<file path="config.mk">
export PLATFORM = sky130hd
export DESIGN_NAME = key_debouncer_flat
export DESIGN_NICKNAME = d
export VERILOG_FILES = /design/src/rtl/key_debouncer_if.sv /design/src/rtl/key_debouncer.sv /design/src/flat_wrapper.sv
export SDC_FILE = /design/constraint.sdc
export NUM_CORES = 1
export LEC_CHECK = 0
export CORE_ASPECT_RATIO = 1.25
export CORE_MARGIN = 8
export CORE_UTILIZATION = 40
export CTS_CLUSTER_DIAMETER = 60
export CTS_CLUSTER_SIZE = 16
export DETAILED_ROUTE_END_ITERATION = 6
export SYNTH_ARGS = -nofsm -noshare
export SYNTH_HDL_FRONTEND = slang
export SYNTH_SLANG_ARGS = --single-unit
</file>
<file path="constraint.sdc">
create_clock -name clk -period 3.47 [get_ports clk]
set_input_delay 0.694 -clock clk [delete_from_list [all_inputs] [get_ports clk]]
set_output_delay 0.694 -clock clk [all_outputs]
set_load 0.01 [all_outputs]
</file>
<file path="src/rtl/key_debouncer_if.sv">
// Pushbutton-to-HMI signal bundle for key_debouncer: raw keys in, command pulses and debounced levels out.
interface key_debouncer_if;
  logic [3:0] KEY;
  logic       btn_increase;
  logic       btn_decrease;
  logic       btn_start;
  logic       btn_stop;
  logic [3:0] key_state;

  modport master (
    output KEY,
    input  btn_increase, btn_decrease, btn_start, btn_stop, key_state
  );

  modport slave (
    input  KEY,
    output btn_increase, btn_decrease, btn_start, btn_stop, key_state
  );
endinterface

</file>
<file path="src/rtl/key_debouncer.sv">
// Synchronises and debounces four active-low keys and emits arbitrated one-cycle command pulses,
// with auto-repeat on increase/decrease.
module key_debouncer #(
  parameter int unsigned DEBOUNCE_CYCLES = 1000000,
  parameter int unsigned REPEAT_DELAY    = 25000000,
  parameter int unsigned REPEAT_PERIOD   = 5000000,
  parameter bit          REPEAT_EN       = 1'b1
) (
  input logic           clk,
  input logic           rst,
  key_debouncer_if.slave bus
);

  localparam int unsigned DW      = ($clog2(DEBOUNCE_CYCLES) > 0) ? $clog2(DEBOUNCE_CYCLES) : 1;
  localparam int unsigned REP_MAX = (REPEAT_DELAY > REPEAT_PERIOD) ? REPEAT_DELAY : REPEAT_PERIOD;
  localparam int unsigned RW      = ($clog2(REP_MAX) > 0) ? $clog2(REP_MAX) : 1;

  localparam logic [DW-1:0] DB_LAST     = DW'(DEBOUNCE_CYCLES - 1);
  localparam logic [RW-1:0] DELAY_LAST  = RW'(REPEAT_DELAY - 1);
  localparam logic [RW-1:0] PERIOD_LAST = RW'(REPEAT_PERIOD - 1);

  logic [3:0]    sync1, sync2;   // active-high: 1 = pressed
  logic [3:0]    stable;
  logic [3:0]    armed;
  logic [1:0]    flush;
  logic [DW-1:0] db_cnt [4];

  logic [RW-1:0] rep_cnt [2];
  logic [1:0]    rep_act;
  logic [1:0]    rep_first;

  logic [3:0] differ, toggle, press_evt, evt;
  logic [1:0] rep_hit;
  logic       nxt_inc, nxt_dec, nxt_start, nxt_stop;
  logic       inc_q, dec_q, start_q, stop_q;

  always_comb begin
    differ    = '0;
    toggle    = '0;
    press_evt = '0;
    rep_hit   = '0;
    for (int unsigned i = 0; i < 4; i++) begin
      differ[i]    = sync2[i] ^ stable[i];
      toggle[i]    = differ[i] && (db_cnt[i] == DB_LAST);
      press_evt[i] = toggle[i] && !stable[i] && armed[i];
    end
    // A repeat that would coincide with the release transition is dropped.
    for (int unsigned i = 0; i < 2; i++) begin
      rep_hit[i] = REPEAT_EN && rep_act[i] && stable[i] && !toggle[i] &&
                   (rep_cnt[i] == (rep_first[i] ? DELAY_LAST : PERIOD_LAST));
    end
    evt       = press_evt | {2'b00, rep_hit};
    nxt_inc   = evt[0] && !evt[1];
    nxt_dec   = evt[1] && !evt[0];
    nxt_start = evt[2] && !evt[3];
    nxt_stop  = evt[3];
  end

  always_ff @(posedge clk or negedge rst) begin
    if (!rst) begin
      sync1   <= '0;
      sync2   <= '0;
      stable  <= '0;
      armed   <= '0;
      flush   <= '0;
      for (int unsigned i = 0; i < 4; i++) db_cnt[i] <= '0;
      for (int unsigned i = 0; i < 2; i++) rep_cnt[i] <= '0;
      rep_act   <= '0;
      rep_first <= '0;
      inc_q     <= 1'b0;
      dec_q     <= 1'b0;
      start_q   <= 1'b0;
      stop_q    <= 1'b0;
    end else begin
      sync1  <= ~bus.KEY;
      sync2  <= sync1;
      stable <= stable ^ toggle;
      // Arm only once sync2 carries a real post-reset sample, so a key held through reset stays unarmed.
      flush  <= {flush[0], 1'b1};
      armed  <= armed | ({4{flush[1]}} & ~sync2);

      for (int unsigned i = 0; i < 4; i++) begin
        if (!differ[i] || toggle[i]) db_cnt[i] <= '0;
        else                         db_cnt[i] <= db_cnt[i] + 1'b1;
      end

      for (int unsigned i = 0; i < 2; i++) begin
        if (press_evt[i]) begin
          rep_cnt[i]   <= '0;
          rep_act[i]   <= 1'b1;
          rep_first[i] <= 1'b1;
        end else if (!stable[i] || toggle[i]) begin
          rep_cnt[i]   <= '0;
          rep_act[i]   <= 1'b0;
          rep_first[i] <= 1'b0;
        end else if (rep_hit[i]) begin
          rep_cnt[i]   <= '0;
          rep_first[i] <= 1'b0;
        end else if (rep_act[i]) begin
          rep_cnt[i]   <= rep_cnt[i] + 1'b1;
        end
      end

      inc_q   <= nxt_inc;
      dec_q   <= nxt_dec;
      start_q <= nxt_start;
      stop_q  <= nxt_stop;
    end
  end

  assign bus.btn_increase = inc_q;
  assign bus.btn_decrease = dec_q;
  assign bus.btn_start    = start_q;
  assign bus.btn_stop     = stop_q;
  assign bus.key_state    = stable;

endmodule

</file>
<file path="src/flat_wrapper.sv">
// flat-port wrapper written by rule: the top's interface ports become plain ports
module key_debouncer_flat 
#(
  parameter int unsigned DEBOUNCE_CYCLES = 1000000,
  parameter int unsigned REPEAT_DELAY    = 25000000,
  parameter int unsigned REPEAT_PERIOD   = 5000000,
  parameter bit          REPEAT_EN       = 1'b1
)
  (clk, rst, bus_KEY, bus_btn_increase, bus_btn_decrease, bus_btn_start, bus_btn_stop, bus_key_state);
  key_debouncer_if bus_i ();
  input logic clk;
  input logic rst;
  input wire logic [$bits(bus_i.KEY)-1:0] bus_KEY;
  output wire logic [$bits(bus_i.btn_increase)-1:0] bus_btn_increase;
  output wire logic [$bits(bus_i.btn_decrease)-1:0] bus_btn_decrease;
  output wire logic [$bits(bus_i.btn_start)-1:0] bus_btn_start;
  output wire logic [$bits(bus_i.btn_stop)-1:0] bus_btn_stop;
  output wire logic [$bits(bus_i.key_state)-1:0] bus_key_state;
  assign bus_i.KEY = bus_KEY;
  assign bus_btn_increase = bus_i.btn_increase;
  assign bus_btn_decrease = bus_i.btn_decrease;
  assign bus_btn_start = bus_i.btn_start;
  assign bus_btn_stop = bus_i.btn_stop;
  assign bus_key_state = bus_i.key_state;
  key_debouncer #(.DEBOUNCE_CYCLES(DEBOUNCE_CYCLES), .REPEAT_DELAY(REPEAT_DELAY), .REPEAT_PERIOD(REPEAT_PERIOD), .REPEAT_EN(REPEAT_EN)) u_core (.clk(clk), .rst(rst), .bus(bus_i));
endmodule
</file>
==> run_results.csv, run 1 <==
group,metric,value,unit
synthesis,synthFlopType,"dfrtp_1",
sta,fin_crit,2750,ps
worst_setup_path,crit_path_max_fanout,13,
sta,clock_skew,9.32,ps
worst_setup_path,path_class,"reg -> reg",
worst_setup_path,cp.arrival,3050,ps
worst_setup_path,r2r_start,"u_core.db_cnt[48]$_DFF_PN0_",
grt,grt_max_degree,62,
finish,drive_above_1_share,6.32,%
place,dp_worst_setup_slack,729,ps
floorplan,die_area,0.0236,sq mm
place,numPortBuffers,13,
synthesis,synth_seq_cells,156,
drt,totalWireLength,14.9,mm
cts,cts.root.buffer_cell,"clkbuf_16",
finish,antennaDiodeCount,0,
cts,clk_pin_slew_worst_paths,60,ps
grt,busiest_layer,"met2",
grt,grt_pass1_vias,5613,
worst_setup_path,slowest_delay,670,ps
grt,grt.met1_usage,16.5,%
synthesis,yosys_warnings,0,
drt,drtIter0Drc,341,
sta,finalHoldViolations,0,
floorplan,die_x,139,microns
worst_setup_path,cp_top_family,"simple AND/OR/NAND/NOR gates",
finish,nets,807,
drt,ant_nets,0,
cts,cts_buffers,17,
worst_setup_path,cp_cell_sequence,"or4b_1, or4_1, o31ai_4, or2_1, buf_4, nor2_1",
synthesis,yosysTopAreaCell,"dfrtp_1",
grt,grt_usage,13.6,%
grt,met2_usage,23.3,%
drt,wl_per_cell,14.3,microns
synthesis,syn_area_per_cell,9.80,sq um
floorplan,row_count,56,
pwr,vdd_drop_max,0.000334,V
cts,htreeDepth,4,
worst_setup_path,critical_path_buf_inv_count,1,
synthesis,syn_inst,774,
sta,max_freq,0.364,GHz
cts,cts_num_sinks,156,
finish,area_growth_syn_to_layout,13.7,%
floorplan,die-height,170,microns
pwr,switching_share,20.3,%
min_path,worstHoldPathType,"in -> async",
grt,antenna_found_initial,0,
grt,grt.overflow.total,0,
drt,drcViolationCount,0,
pwr,power.total,3.95,mW
sta,min_period_over_period,79.2,%
worst_setup_path,required,3780,ps
place,gp_congestion,0.828,
drt,dr.pass1.iters,4,
synthesis,yosysSeqAreaShare,51.5,%
drt,via_per_inst,5.27,
cts,ctsHoldBuffers,0,
synthesis,async_reset_ff_share,100,%
sta,grt_setup_unrepaired,"no",
pwr,clockPowerShare,51.0,%
cts,cts_tree,"yes",
cts,clock_latency,430,ps
pwr,p_switching,0.803,mW
floorplan,coreArea,0.0187,sq mm
sta,fin_ws,722,ps
worst_setup_path,rr_endpoint,"u_core.rep_cnt[11]$_DFFE_PN0P_",
cts,cts_setup_buffers,0,
synthesis,yosys.area.top_type_share,51.5,%
sta,slew_violations,0,
worst_setup_path,ff2ff_setup_slack,720,ps
job,drv_cap,0,
synthesis,synth_top_cells_by_count,"dfrtp_1, nor2_1, nand2_1",
sta,setup_viol,0,
pwr,p_per_area,458,mW/mm^2
worst_setup_path,worstRegToRegCells,6,
finish,final_util,46.1,%
floorplan,start_util,40.5,%
synthesis,ys_types,59,
grt,grt_pass1_wl,26.4,mm
pwr,p_comb_share,2.1,%
status,outcome,"finished, final reports clean",
sta,timing.setup.tns,0,ps
synthesis,synth_area_leaders,"dfrtp_1, nor2_1, xor2_1, xnor2_1, nand3_1",
cts,cts_resized,0,
sta,worst_pin_slew,1020,ps
synthesis,netlist_area,0.00758,sq mm
cts,cts_buffer_depth,2,
grt,use_met3,2.97,%
drt,dr_total_vias,5480,
worst_setup_path,critPathSlowestCell,"or4_1",
synthesis,yosysMostFrequentCell,"dfrtp_1",
synthesis,synth_edf_count,0,
synthesis,synth_nets,786,
worst_setup_path,endpoint_kind,"register",
sta,max_slew_margin,31.6,%
pwr,leakage,3.46,nW
place,dpl.hpwl,9.99,mm
pwr,p_seq_share,46.9,%
worst_setup_path,crit_path_start_kind,"register",
pwr,internal_power,3.15,mW
floorplan,io_pins,14,
cell usage in the layout (no fill, tap or decap), types with 24 or more instances in the layout:
master	count
xor2_1	55
nor2_1	144
nand2_1	57
nor3_1	24
inv_1	27
xnor2_1	50
nand4_1	35
dfrtp_1	156
nand3_1	47
layout make-up:
class / count / area [sq um]
fill: 1741 / 10100
tap: 232 / 290
sequential: 156 / 3900
inverter: 27 / 101
multi-input combinational: 574 / 3500
clock inverter: 11 / 193
timing repair buffer: 19 / 189
clock buffer: 20 / 447
registers in the layout (all words and copies together), names as in the netlist, named ones only:
name	flops
u_core.armed	4
u_core.bus.btn_decrease	1
u_core.bus.btn_increase	1
u_core.bus.btn_start	1
u_core.bus.btn_stop	1
u_core.db_cnt	80
u_core.flush	2
u_core.rep_act	2
u_core.rep_cnt	50
u_core.rep_first	2
u_core.sync1	4
u_core.sync2	4
worst max-delay path by stage:
stage                                         startpoint                              to  cells past startpoint
final                        u_core.db_cnt[48]$_DFF_PN0_  u_core.rep_cnt[11]$_DFFE_PN0P_                      6
after global routing         u_core.db_cnt[48]$_DFF_PN0_  u_core.rep_cnt[10]$_DFFE_PN0P_                      6
after CTS                    u_core.db_cnt[48]$_DFF_PN0_  u_core.rep_cnt[11]$_DFFE_PN0P_                      6
after detailed placement     u_core.db_cnt[48]$_DFF_PN0_   u_core.rep_cnt[1]$_DFFE_PN0P_                      6
after global placement       u_core.db_cnt[48]$_DFF_PN0_   u_core.rep_cnt[1]$_DFFE_PN0P_                      6
after floorplan           u_core.rep_cnt[16]$_DFFE_PN0P_  u_core.rep_cnt[15]$_DFFE_PN0P_                      8
routing by layer:
layer | up-vias | wire length [microns]
li1 | 2723 | -
met1 | 2671 | 6860
met3 | 19 | 401
met4 | 0 | 245
met5 | - | 0
met2 | 67 | 7370
stage by stage:
stage                     instance area [sq um]  hold slack, ps  instances
after floorplan                            7580             331        774
after global placement                     7980             333       1008
after detailed placement                   7980             335       1008
after CTS                                  8620             266       1039
after global routing                       8620             297       1039
final                                      8620             257       1039
worst register-to-register path, delay by kind of cell, from the launching register on:
kind / cells / cell delay (ps)
AND/OR/NAND/NOR: 4 / 1570
flip-flops: 1 / 440
AO/OA/AOI/OAI: 1 / 380
buffers and inverters: 1 / 250
kinds of logic (layout without fill, tap and decap cells):
family	count (synthesis)	in the layout	share of synthesized area [%]
simple gates	398	398	26.2
fa+ha+maj	6	6	0.990
flops	156	156	51.5
other cells	1	1	0.0494
buf+inv	44	77	2.39
mux	7	7	1.02
compound gates	57	57	5.71
xor+xnor	105	105	12.1
power by group through the flow:
stage | clock, mW | combinational, mW | sequential [mW]
floorplan | 0 | 0.0349 | 1.88
global placement | 0 | 0.0879 | 1.89
detailed placement | 0 | 0.0888 | 1.89
CTS | 2.07 | 0.0890 | 1.85
global route | 2.15 | 0.101 | 1.86
finish | 2.01 | 0.0838 | 1.85
(Power assumes the default switching activity.)
==> run 2, diff against run 1 <==
- clock period: 3.47 -> 2.67 ns (I/O delays scaled with it)
==> run_results.csv, run 2 (synthesis gave the netlist of run 1 again) <==
group,metric,value,unit
status,outcome,"finished, final reports clean",
sta,slew_violations,0,
cts,cts_setup_buffers,0,
job,drv_cap,0,
floorplan,die_area,0.0236,sq mm
sta,max_slew_margin,48.6,%
worst_setup_path,rr_endpoint,"u_core.rep_cnt[0]$_DFFE_PN0P_",
worst_setup_path,cp_cell_sequence,"or4b_2, or4_1, o31ai_4, nor3_1, mux2_2",
floorplan,row_count,56,
drt,dr.pass1.iters,4,
cts,cts_resized,0,
worst_setup_path,cp.arrival,2870,ps
sta,fin_crit,2560,ps
worst_setup_path,worstRegToRegCells,5,
sta,timing.setup.tns,0,ps
floorplan,die_x,139,microns
min_path,worstHoldPathType,"in -> async",
cts,htreeDepth,4,
pwr,leakage,3.55,nW
sta,setup_viol,0,
cts,cts.root.buffer_cell,"clkbuf_16",
floorplan,io_pins,14,
sta,grt_setup_unrepaired,"no",
worst_setup_path,crit_path_start_kind,"register",
pwr,vdd_drop_max,0.000419,V
cts,cts_num_sinks,156,
drt,dr_total_vias,5569,
finish,area_growth_syn_to_layout,15.6,%
worst_setup_path,cp-startpoint,"u_core.db_cnt[53]$_DFF_PN0_",
floorplan,die-height,170,microns
worst_setup_path,crit_path_max_fanout,8,
finish,layout_common_cells,"dfrtp_1, nor2_1, nand2_1",
sta,max_freq,0.390,GHz
worst_setup_path,required,2980,ps
finish,top_register,"u_core.db_cnt",
place,dpl.hpwl,10.2,mm
sta,clock_skew,9.14,ps
grt,grt.overflow.total,0,
worst_setup_path,r2r_start,"u_core.db_cnt[53]$_DFF_PN0_",
sta,min_period_over_period,96.0,%
finish,nets,824,
drt,wl_per_cell,14.1,microns
finish,antennaDiodeCount,0,
finish,reg.largest.list,"u_core.db_cnt x80, u_core.rep_cnt x50",
place,gp_congestion,0.788,
pwr,p_per_area,588,mW/mm^2
finish,drive_above_1_share,8.48,%
worst_setup_path,critPathSlowestCell,"or4b_2",
grt,grt_pass1_wl,26.0,mm
grt,grt_usage,13.5,%
grt,grt_max_degree,82,
cts,cts_buffer_depth,2,
drt,drtIter0Drc,327,
pwr,power.total,5.15,mW
place,numPortBuffers,13,
cts,ctsHoldBuffers,0,
grt,grt_pass1_vias,5517,
worst_setup_path,slowest_delay,640,ps
finish,final_common_cell,"dfrtp_1",
cts,clk_pin_slew_worst_paths,60,ps
drt,drcViolationCount,0,
worst_setup_path,endpoint_kind,"register",
finish,design_area,0.00877,sq mm
sta,finalHoldViolations,0,
grt,antenna_found_initial,0,
cts,cts_tree,"yes",
worst_setup_path,path_class,"reg -> reg",
place,place_area,0.00812,sq mm
worst_setup_path,ff2ff_setup_slack,110,ps
drt,ant_nets,0,
drt,totalWireLength,14.9,mm
floorplan,start_util,40.5,%
cts,cts_buffers,17,
floorplan,coreArea,0.0187,sq mm
cts,clock_latency,430,ps
finish,largest_reg_flops,80,
drt,via_per_inst,5.27,
sta,worst_pin_slew,762,ps
run 2: metal layers:
metal	share of wire (%)	up-vias	GRT usage [%]	wire length (microns)
li1	-	2774	-	-
met1	46	2712	15.8	6920
met2	49	65	23.3	7260
met3	3.1	18	3.50	458
met4	2.1	0	5.55	309
met5	0	-	0	0
run 2: metrics by stage:
step | utilization (%) | setup slack, ps | hold slack, ps | instances
floorplan | - | 254 | 238 | 774
global route | 46.9 | 1.36 | 26.4 | 1057
finish | 46.9 | 107 | 11.8 | 1057
CTS | 46.9 | 118 | 16.7 | 1057
detailed placement | 43.4 | 130 | 335 | 1025
global placement | 43.4 | 164 | 332 | 1025
run 2: how the worst max path moves through the flow:
stage	slack, ps	cells past startpoint	to
after floorplan	250	8	u_core.rep_cnt[15]$_DFFE_PN0P_
after global placement	160	5	u_core.rep_cnt[0]$_DFFE_PN0P_
after detailed placement	130	5	u_core.rep_cnt[0]$_DFFE_PN0P_
after CTS	120	5	u_core.rep_cnt[0]$_DFFE_PN0P_
after global routing	1	5	u_core.rep_cnt[0]$_DFFE_PN0P_
final	110	5	u_core.rep_cnt[0]$_DFFE_PN0P_
run 2: final cells by class:
type / count / area [sq um]
clock buffers: 18 / 429
clock inverters: 14 / 215
fillers: 1722 / 9940
inverters: 27 / 101
multi-input cells: 574 / 3500
flip-flops and latches: 156 / 3900
well taps: 232 / 290
repair buffers: 36 / 329
run 2: critical path: cells and delay by family, from the launching register on:
| family | cells | cell delay, ps |
|---|---|---|
| DFF | 1 | 420 |
| muxes | 1 | 290 |
| and+or+nand+nor | 3 | 1360 |
| AOI/OAI and AO/OA | 1 | 370 |
run 2: power breakdown:
group | internal (mW) | total [mW] | switching, mW | leakage, nW
logic | 0.0331 | 0.114 | 0.0804 | 1.11
clock network | 1.66 | 2.63 | 0.969 | 0.311
registers | 2.39 | 2.41 | 0.0225 | 2.13
==> patch 1: new RTL, config.mk and constraints of run 1 <==
`REPEAT_DELAY` is set to 25000000 in 2 places; all go to 50000000.
--- a/src/rtl/key_debouncer.sv
+++ b/src/rtl/key_debouncer.sv
@@ -4,3 +4,3 @@
   parameter int unsigned DEBOUNCE_CYCLES = 1000000,
-  parameter int unsigned REPEAT_DELAY    = 25000000,
+  parameter int unsigned REPEAT_DELAY    = 50000000,
   parameter int unsigned REPEAT_PERIOD   = 5000000,
--- a/src/flat_wrapper.sv
+++ b/src/flat_wrapper.sv
@@ -4,3 +4,3 @@
   parameter int unsigned DEBOUNCE_CYCLES = 1000000,
-  parameter int unsigned REPEAT_DELAY    = 25000000,
+  parameter int unsigned REPEAT_DELAY    = 50000000,
   parameter int unsigned REPEAT_PERIOD   = 5000000,
Formal check against the unedited RTL: no difference found for any inputs over 10 cycles, from zero or initial values and one cycle with rst low; that may be too few to reach the edited logic, so the function may still have changed.
==> patch 1 against run 1 <==
  * Total power is 0.48% lower
  * Sequential cell count is 2 higher
  * Critical endpoint is now u_core.bus.btn_decrease
  * Worst setup slack better by 0.12 ns
  * Combinational power is 0.5% higher
  * Largest power group unchanged
  * Routed wire length is 1.1% lower
  * Critical path depth is 1 lower
  * Area after synthesis is 1.9% higher
  * Design area is 1.6% higher
==> patch 1: results (changes against run 1) <==
DRT
------------------------------------------------------------------------------------
Routed wl met3                                                                374 um   -6.7%
Wire length after detailed routing                                          14710 um   -1.1%
Drt first-iter violations                                                        330   -3.2%
Met1 wire length                                                             6699 um   -2.3%
Via count of the routed design                                                  5582   +1.9%
Length of routed met2 wiring                                                 7318 um   -0.73%

GRT
------------------------------------------------------------------------------------
Number of global-route vias before repair                                       5515   -1.7%
Met1 Usage GRT                                                                15.70%   -0.84 points
Global-route track usage on met3                                              3.305%   +0.33 points
GRT Overall Usage                                                             13.27%   -0.36 points
Pin count of the biggest net entering global routing                              73   +18%
Met2 demand-to-capacity share in global routing                               22.89%   -0.40 points

POWER
------------------------------------------------------------------------------------
P_int                                                                       3.125 mW   -0.78%
Peak supply drop                                                           0.3166 mV   -5.3%
Leakage power                                                               3.513 nW   +1.6%

CELLS AND AREA
------------------------------------------------------------------------------------
Final standard cell count with taps included and fillers excluded               1049   +0.96%
Layout cells sized above 1                                                    6.396%   +0.076 points
Sequential cell area                                                    0.003954 mm^2   +1.3%
Number of nets in the finished design                                            812   +0.62%
Leading registers by flop count                                         u_core.db_cnt: 80 flops, u_core.rep_cnt: 52 flops
Count of fill cells added during filler insertion                               1772   +1.8%

LOGIC SYNTHESIS
------------------------------------------------------------------------------------
Average footprint of a synthesized cell                                   9.924 um^2   +1.3%
Library cells used by synthesis                                                   58   -1.7%
Synthesized Nets                                                                 791   +0.64%
Sequential area share after synthesis                                         51.14%   -0.34 points

PLACEMENT
------------------------------------------------------------------------------------
Total cell area at the placement stage                                  0.008137 mm^2   +1.9%
Setup slack after placement                                                0.8748 ns   +0.1456 ns
Detail Placement HPWL                                                        9897 um   -0.98%
Weighted congestion at the end of routability-driven global placement         0.7871   -4.9%

OUTCOME
------------------------------------------------------------------------------------
Result of the run                                                       finished clean

CLOCK NETWORK
------------------------------------------------------------------------------------
Number of buffers on the longest clock path                                        2   unchanged

CRITICAL PATH
------------------------------------------------------------------------------------
Arrival time reported for the critical path endpoint                         2.93 ns   -0.12 ns
Peak fanout along the critical path                                               12   -1

STA
------------------------------------------------------------------------------------
Worst-case clock skew                                                     0.01008 ns   +0.0007581 ns

## patch 1: worst paths after layout
check / from / end / slack [ns] / cells after the start
max: u_core.rep_cnt[9] / u_core.bus.btn_decrease / 0.84 / 5
max in group asynchronous: rst / u_core.db_cnt[38] / 2.24 / 2
min: rst / u_core.db_cnt[10] / 0.29 / 1
min in group clk: u_core.sync1[2] / u_core.sync2[2] / 0.34 / 0
max reg2reg: u_core.rep_cnt[9] / u_core.bus.btn_decrease / 0.84 / 5
min reg2reg: u_core.sync1[2] / u_core.sync2[2] / 0.34 / 0
## patch 1: worst max-delay path, cell delays in order (launching register included)
cell and delay [ns]:
dfrtp_1 0.45, or3b_1 0.37, or4_4 0.43, a2111oi_4 0.67, a32oi_1 0.24, nor4bb_1 0.35
## patch 1: cell type report
class                   instances  area share (%)
flip-flops and latches        158           45.12
multi-input cells             578           41.01
clock buffers                  22           5.298
well taps                     236           3.370
repair buffers                 21           2.328
clock inverters                10           1.842
inverters                      24           1.028
## patch 1: kinds of logic after synthesis
kind of cell	Yosys count	synth area share [%]
buffers and inverters	43	2.379
AND/OR/NAND/NOR	410	27.82
other	1	0.04850
flip-flops	158	51.14
AO/OA/AOI/OAI	42	4.046
multiplexers	4	0.5664
XOR/XNOR	115	13.03
adder cells (fa/ha/maj)	6	0.9710
## patch 1: power groups by stage
stage | combinational, mW | sequential, mW | clock (mW)
floorplan | 0.0344 | 1.91 | 0
global placement | 0.0890 | 1.91 | 0
detailed placement | 0.0892 | 1.91 | 0
CTS | 0.0898 | 1.88 | 2.03
global route | 0.103 | 1.88 | 2.10
finish | 0.0842 | 1.88 | 1.97
==> patch 2: new RTL, config.mk and constraints of run 1 <==
Made on the original files. Make the reset (`rst`) synchronous in one clocked block.
--- a/src/rtl/key_debouncer.sv
+++ b/src/rtl/key_debouncer.sv
@@ -58,3 +58,3 @@
 
-  always_ff @(posedge clk or negedge rst) begin
+  always_ff @(posedge clk) begin
     if (!rst) begin
Function: no difference found for any inputs over 10 cycles, from zero or initial values and one cycle with rst low; that may be too few to reach the edited logic, so the function may still have changed.
==> patch 2 against run 1 <==
  * Area after synthesis rose by 5.5%
  * Critical path depth shrank 1
  * Cell count rose by 11%
  * Count of clock-buffer cells in the layout increased by 1
  * Sequential cell count unchanged
  * Total power is 2.8% higher
  * Routed wire length decreased by 3.2%
  * Design area up 8.0%
  * Worst setup slack worse by 0.050 ns
  * Sequential share of layout area rose by 2.3 points
  * Maximum frequency decreased by 1.8%
  * Core utilization is 0.72 points higher
  * Synthesized cell count fell by 0.52%
  * Critical path type unchanged
==> patch 2: results (changes against run 1) <==
LOGIC SYNTHESIS
------------------------------------------------------------------------------------
Share of async-settable or async-resettable flops after synthesis                 0%   -100 points
Top post-synthesis cells by count                                       171 x nor2_1, 130 x edfxtp_1, 60 x xnor2_1
Count of flip-flops with a built-in enable after synthesis                       130   +130
Sequential area share after synthesis                                         55.30%   +3.8 points
Library cells used by synthesis                                                   49   -17%

CELLS AND AREA
------------------------------------------------------------------------------------
Total of clock buffers placed in the layout                                       21   +5.0%
Share of the final layout cell area in multi-input gates                      39.63%   -0.95 points
Repair and plain buffers                                                          21   +2
Flip-flop and latch share of the layout cell area                             47.53%   +2.3 points
Clock tree cell share of total cell area                                      6.278%   -1.1 points
Number of ordinary inverters in the final layout                                  22   -19%
Multi-input gate count                                                           648   +13%
Sequential cell area                                                    0.004424 mm^2   +13%
Number of nets in the finished design                                            878   +8.8%

PLACEMENT
------------------------------------------------------------------------------------
Weighted congestion at the end of routability-driven global placement         0.8180   -1.2%
Total cell area at the placement stage                                  0.008723 mm^2   +9.3%

CRITICAL PATH
------------------------------------------------------------------------------------
Peak fanout along the critical path                                               25   +12
Arrival time reported for the critical path endpoint                         2.95 ns   -0.10 ns
Crit-path max cell delay                                                     0.69 ns   +0.02 ns
Reg-to-Reg Start                                                        u_core.db_cnt[1][13]

OUTCOME
------------------------------------------------------------------------------------
Result of the run                                                       finished clean

GRT
------------------------------------------------------------------------------------
Pin count of the biggest net entering global routing                              26   -58%
Global-route wire length before repair                                      24880 um   -5.8%

STA
------------------------------------------------------------------------------------
Transition at the pin with the smallest max-transition slack               0.8824 ns   -0.1337 ns
Worst hold slack after final layout                                        0.4309 ns   +0.1739 ns

POWER
------------------------------------------------------------------------------------
Switching portion of total power                                              20.28%   -0.049 points
Portion of total power attributed to combinational logic                        2.4%   +0.3 points
Leakage power                                                               3.083 nW   -11%

DRT
------------------------------------------------------------------------------------
Drt first-iter violations                                                        306   -10%
Post-detailed-route wirelength per cell                                     12.54 um   -12%

==> patch 2: changes by cell type in the layout (fill, tap and decap cells not counted), moves of 6 or more <==
cell             run 1  this run
dfrtp_1            156         0
mux2_2               6         0
nor2_1             144       171
edfxtp_1             0       130
xnor2_1             50        60
conb_1               1        80
dfxtp_1              0        26
==> patch 2: kinds of logic (layout without fill, tap and decap cells) <==
family                     after synthesis  count (layout)  synth area share (%)
AOI/OAI and AO/OA                       23              23                 1.924
other                                    1              80               0.04687
adders and majority gates                6               6                0.9384
and+or+nand+nor                        417             417                 26.09
DFF                                    156             156                 55.30
muxes                                    3               3                0.3754
xor gates and xnor gates               119             119                 13.03
buffers and inverters                   45              75                 2.299
==> patch 2: layer usage <==
metal  global-route usage, %  up-vias  part of all wire [%]
li1                        -     2840                     -
met1                   14.04     2619                    46
met2                   21.70       41                    50
met3                   3.267       10                   2.8
met4                   4.128        0                   1.1
met5                       0        -                     0
